### src/rtl/seg7_capture.sv
// seg7_capture: recovers hex digits from a multiplexed active-low seven-segment bus.
// Latency: a pattern stable before edge e1 updates the outputs at edge e(STABLE_CYCLES+2).
// Backpressure: none; this is a passive monitor and every sample is consumed.
module seg7_capture #(
    parameter int DIGITS        = 4,
    parameter int STABLE_CYCLES = 4   // must be at least 2
) (
    input  logic                  clk,
    input  logic                  clr_n,
    input  logic [DIGITS-1:0]     an,
    input  logic [6:0]            a_to_g,
    output logic [4*DIGITS-1:0]   value,
    output logic [DIGITS-1:0]     digit_valid,
    output logic                  frame_done,
    output logic                  err,
    output logic [7:0]            err_cnt
);
    localparam int SW = DIGITS + 7;
    localparam int CW = $clog2(STABLE_CYCLES + 1);
    localparam logic [CW-1:0] CNT_MAX = CW'(STABLE_CYCLES);
    localparam logic [CW-1:0] CNT_PRE = CW'(STABLE_CYCLES - 1);
    localparam logic [CW-1:0] CNT_ONE = CW'(1);

    logic [SW-1:0]       samp_q, samp_d;
    logic [CW-1:0]       cnt_q, cnt_d;
    logic                acc_q, acc_d;
    logic [DIGITS-1:0]   seen_q, seen_d;
    logic [4*DIGITS-1:0] value_q, value_d;
    logic [DIGITS-1:0]   dv_q, dv_d;
    logic                frame_q, frame_d;
    logic                err_q, err_d;
    logic [7:0]          err_cnt_q, err_cnt_d;

    logic                match;
    logic [DIGITS-1:0]   an_r;
    logic [6:0]          seg_r;
    logic                sel_one;
    logic                dec_ok;
    logic [3:0]          dec_nib;

    // Inverse of the board glyph table; returns {ok, nibble}, ok=0 for non-hex glyphs.
    function automatic logic [4:0] decode(input logic [6:0] seg);
        logic [4:0] res;
        res = 5'b0_0000;
        case (seg)
            7'b0000001: res = 5'h10;
            7'b1001111: res = 5'h11;
            7'b0010010: res = 5'h12;
            7'b0000110: res = 5'h13;
            7'b1001100: res = 5'h14;
            7'b0100100: res = 5'h15;
            7'b0100000: res = 5'h16;
            7'b0001111: res = 5'h17;
            7'b0000000: res = 5'h18;
            7'b0000100: res = 5'h19;
            7'b0001000: res = 5'h1A;
            7'b1100000: res = 5'h1B;
            7'b0110001: res = 5'h1C;
            7'b1000010: res = 5'h1D;
            7'b0110000: res = 5'h1E;
            7'b0111000: res = 5'h1F;
            default:    res = 5'h00;
        endcase
        return res;
    endfunction

    // Stability filter: count consecutive identical samples, fire accept once on reaching the limit.
    always_comb begin
        samp_d = {an, a_to_g};
        match  = (samp_d == samp_q);
        cnt_d  = '0;
        acc_d  = 1'b0;
        if (match) begin
            cnt_d = (cnt_q == CNT_MAX) ? CNT_MAX : cnt_q + CNT_ONE;
            acc_d = (cnt_q == CNT_PRE);
        end
    end

    assign {an_r, seg_r}    = samp_q;
    assign {dec_ok, dec_nib} = decode(seg_r);
    assign sel_one          = $onehot(~an_r);

    // Act on an accepted pattern: decode into the selected digit, track frame progress and errors.
    always_comb begin
        frame_d   = &seen_q;
        seen_d    = frame_d ? '0 : seen_q;
        value_d   = value_q;
        dv_d      = dv_q;
        err_d     = 1'b0;
        err_cnt_d = err_cnt_q;
        if (acc_q && sel_one) begin
            for (int k = 0; k < DIGITS; k++) begin
                if (!an_r[k]) begin
                    // An errored digit still counts as seen for the frame.
                    seen_d[k] = 1'b1;
                    if (dec_ok) begin
                        value_d[4*k +: 4] = dec_nib;
                        dv_d[k]           = 1'b1;
                    end else begin
                        dv_d[k]           = 1'b0;
                    end
                end
            end
            if (!dec_ok) begin
                err_d = 1'b1;
                if (err_cnt_q != 8'hFF) begin
                    err_cnt_d = err_cnt_q + 8'd1;
                end
            end
        end
    end

    // State registers; reset discards any partial frame.
    always_ff @(posedge clk or negedge clr_n) begin
        if (!clr_n) begin
            samp_q    <= '0;
            cnt_q     <= '0;
            acc_q     <= 1'b0;
            seen_q    <= '0;
            value_q   <= '0;
            dv_q      <= '0;
            frame_q   <= 1'b0;
            err_q     <= 1'b0;
            err_cnt_q <= 8'd0;
        end else begin
            samp_q    <= samp_d;
            cnt_q     <= cnt_d;
            acc_q     <= acc_d;
            seen_q    <= seen_d;
            value_q   <= value_d;
            dv_q      <= dv_d;
            frame_q   <= frame_d;
            err_q     <= err_d;
            err_cnt_q <= err_cnt_d;
        end
    end

    assign value       = value_q;
    assign digit_valid = dv_q;
    assign frame_done  = frame_q;
    assign err         = err_q;
    assign err_cnt     = err_cnt_q;

endmodule

### config.mk
export PLATFORM = sky130hd
export DESIGN_NAME = seg7_capture
export DESIGN_NICKNAME = d
export VERILOG_FILES = /design/src/rtl/seg7_capture.sv
export SDC_FILE = /design/constraint.sdc
export NUM_CORES = 1
export LEC_CHECK = 0
export CAP_MARGIN = 20
export CORE_ASPECT_RATIO = 0.8
export CORE_MARGIN = 2
export CORE_UTILIZATION = 52
export CTS_CLUSTER_SIZE = 40
export DETAILED_ROUTE_END_ITERATION = 12
export GPL_ROUTABILITY_DRIVEN = 0
export PLACE_DENSITY = 0.87
export SETUP_SLACK_MARGIN = 0.3
export SYNTH_ARGS = -nofsm -noshare
export SYNTH_HDL_FRONTEND = slang
export SYNTH_SLANG_ARGS = --single-unit
### constraint.sdc
create_clock -name clk -period 3.7 [get_ports clk]
set_clock_uncertainty 0.1 [all_clocks]
set_input_delay 0.74 -clock clk [delete_from_list [all_inputs] [get_ports clk]]
set_output_delay 0.74 -clock clk [all_outputs]
set_load 0.005 [all_outputs]
==> flow_summary_export.csv <==
group,metric,value,unit
status,outcome,"complete, no violations",
timing,slew_violations,0,
critical_path,crit_fanout,11,
pwr,power_leakage,1.343,nW
final_layout,nets,268,
timing,setup_tns,0,ns
drt,drc,0,
timing,worstMarginPinSlew,0.6540,ns
synth,ys_seq_elements,49,
pwr,swShare,23.38,%
critical_path,rrSetupSlack,0.46,ns
clock_tree,clk_latency,0.31,ns
die,chipHeight,64.37,um
critical_path,cp-startpoint,"samp_q[7]",
synth,ys_warn_count,0,
critical_path,arrival,3.34,ns
synth,synthTopCellsByArea,"dfrtp_1 (52%), xnor2_1 (4.4%), mux2_2 (4.3%)",
synth,syn-num-nets,228,
die,rows,21,
clock_tree,cts_htree_levels,2,
timing,rsz0062_at_grt,"true",
clock_tree,cts_hold_buf,0,
synth,synthDistinctLibCells,45,
die,die_area,5114,um^2
synth,async_flop_share,100.0,%
drt,vias,1760,
timing,final-hold-violation-count,0,
synth,yosysTopAreaCellShare,51.77,%
run,maxCapViolCount,0,
global_routing,grt-ovfl-total,0,
clock_tree,cts-buffers-inserted,5,
timing,period_share,87.44,%
timing,relSlewSlack,56.26,%
synth,postSynthCellCount,208,
clock_tree,root_buffer,"clkbuf_8",
drt,ant_nets,0,
pwr,seq_power_share,55.0,%
clock_tree,clk_path_buf_depth,2,
placed_design,port_buffers,42,
final_layout,diodes,0,
final_layout,post-route-util,68.22,%
final_layout,areaGrowthSynthToFinish,23.35,%
timing,finalSetupViolations,0,
critical_path,worstRegToRegCells,8,
drt,wl_per_cell,15.56,um
pwr,cellInternalPower,0.7793,mW
drt,first_pass_iters,4,
critical_path,rr_startpoint,"samp_q[7]",
timing,max_freq,309.1,MHz
clock_tree,cts_tree,"built",
synth,synth.cells.most_frequent,"dfrtp_1 (49), nand2_1 (14), xnor2_1 (12)",
pwr,combPwrFrac,7.0,%
global_routing,grt_pass1_wl,8.176,mm
pwr,p_sw,0.2378,mW
synth,ys.flop_type,"dfrtp_1",
die,start_util,55.30,%
synth,syn_area,2369,um^2
drt,wirelength,4.761,mm
synth,synth_top_area_cell,"dfrtp_1",
pwr,clkPwrFrac,38.0,%
die,die_w,79.46,um
final_layout,drive_gt1_share,9.639,%
pwr,ir_worst_vdd,0.2514,mV
critical_path,worstSetupStartpointType,"register",
timing,fin_crit,3.235,ns
pwr,powerDensity,348.1,nW/um^2
drt,dr.first_iter.drc_count,154,
synth,synth_edf_count,0,
drt,via_per_inst,5.752,
synth,synth.avg_cell_area,11.39,um^2
clock_tree,cts_setup_buffers,0,
critical_path,cp-end-kind,"register",
global_routing,grt_pass1_vias,1697,
die,core_area,4283,um^2
clock_tree,clkSinkCount,49,
global_routing,grt_max_degree,50,
global_routing,antenna_found_initial,0,
clock_tree,clk_pin_slew,0.09,ns
critical_path,path_class,"register to register",
placed_design,hpwl,3.406,mm
synth,synth.most_common_cell,"dfrtp_1",
critical_path,crit_end,"value[6]",
hold_path,hp-class,"input pin to async pin",
global_routing,grt_usage,20.75,%
critical_path,r2r_end,"value[6]",
die,ios,43,
critical_path,worstPathRequired,3.81,ns
synth,synth_seq_area_share,51.77,%
## cells in the final DEF (no fill, tap or decap), types with 2 or more instances in the layout
cell type / n
dfrtp_1: 49
clkdlybuf4s50_1: 41
nand2_1: 14
xnor2_1: 12
inv_1: 11
a22o_1: 10
o21ai_0: 9
mux2_2: 9
nand3_1: 8
nor2_1: 7
nor3_1: 7
xor2_1: 7
ha_1: 6
nand4_1: 5
and3_1: 5
clkbuf_8: 5
a21o_1: 4
nor4_1: 4
a31oi_1: 3
nor2_2: 2
nor4b_1: 2
mux2i_1: 2
## worst max-delay path: stages (launching register included)
cell and delay, ns:
dfrtp_1 0.44, fa_1 0.55, inv_1 0.04, ha_1 0.17
ha_1 0.27, nand4bb_1 0.47, nor2_1 0.46, o21ai_0 0.30
mux2_2 0.34
## kinds of logic (layout without fill, tap and decap cells)
| kind of cell | Yosys count | in the layout | synth area share, % |
|---|---|---|---|
| compound gates | 37 | 37 | 12.10 |
| xor+xnor | 19 | 19 | 7.026 |
| fa+ha+maj | 7 | 7 | 4.015 |
| buf+inv | 21 | 62 | 4.860 |
| flops | 49 | 49 | 51.77 |
| mux | 11 | 11 | 5.124 |
| simple gates | 64 | 64 | 15.11 |
## power groups by stage
stage | registers (mW) | logic (mW) | clock network, mW
finish | 0.559 | 0.0713 | 0.386
global route | 0.561 | 0.0797 | 0.416
CTS | 0.559 | 0.0702 | 0.390
detailed placement | 0.569 | 0.0700 | 0
global placement | 0.569 | 0.0684 | 0
floorplan | 0.557 | 0.0519 | 0
## state kept, by name (all words and copies together), names as in the netlist
register / count
err: 1
err_cnt: 8
digit_valid: 4
value: 16
frame_done: 1
cnt_q: 3
seen_q: 4
acc_q: 1
samp_q: 11
## routing by layer
| layer | global-route usage (%) | share of wire, % | up-vias |
|---|---|---|---|
| met5 | 0 | 0 | - |
| met4 | 7.543 | 1.3 | 0 |
| li1 | - | - | 832 |
| met1 | 28.42 | 45 | 862 |
| met2 | 32.56 | 48 | 60 |
| met3 | 4.520 | 5.8 | 6 |
## stage by stage
step	std cells	instance area, um^2	power, mW	hold WS (ns)	worst slack (ns)
2_1_floorplan	208	2369	0.6090	0.3444	0.9705
3_3_place_gp	297	2781	0.6370	0.3614	0.6407
3_5_place_dp	297	2781	0.6393	0.3655	0.5002
4_1_cts	305	2897	1.019	0.3867	0.4849
5_1_grt	306	2922	1.057	0.1404	0.2664
6_report	306	2922	1.017	0.1425	0.4648
## how the worst min path moves through the flow
| stage | endpoint | cells after the start | slack [ns] | start |
|---|---|---|---|---|
| 3_3_place_gp | seen_q[1] | 1 | 0.36 | seen_q[1] |
| 6_report | digit_valid[0] | 1 | 0.14 | clr_n |
| 5_1_grt | digit_valid[0] | 1 | 0.14 | clr_n |
| 3_5_place_dp | seen_q[3] | 1 | 0.37 | seen_q[3] |
| 2_1_floorplan | acc_q | 0 | 0.34 | clr_n |
| 4_1_cts | seen_q[3] | 1 | 0.39 | seen_q[3] |
## repair_timing
| action | CTS | global route |
|---|---|---|
| endpoints found under the setup margin | 0 | 6 |
| endpoints found under the hold margin | 0 | 0 |
| resized for setup | 0 | 2 |
## layout make-up
class                           instances  area, um^2
Timing Repair Buffer                   43       435.4
Clock buffer                            5       68.82
Multi-Input combinational cell        138        1032
Sequential cell                        49        1226
Tap cell                               57       71.32
Fill cell                             331        1361
Clock inverter                          3       46.29
Inverter                               11       41.29
Note: power is estimated with default switching activity, not from simulation.
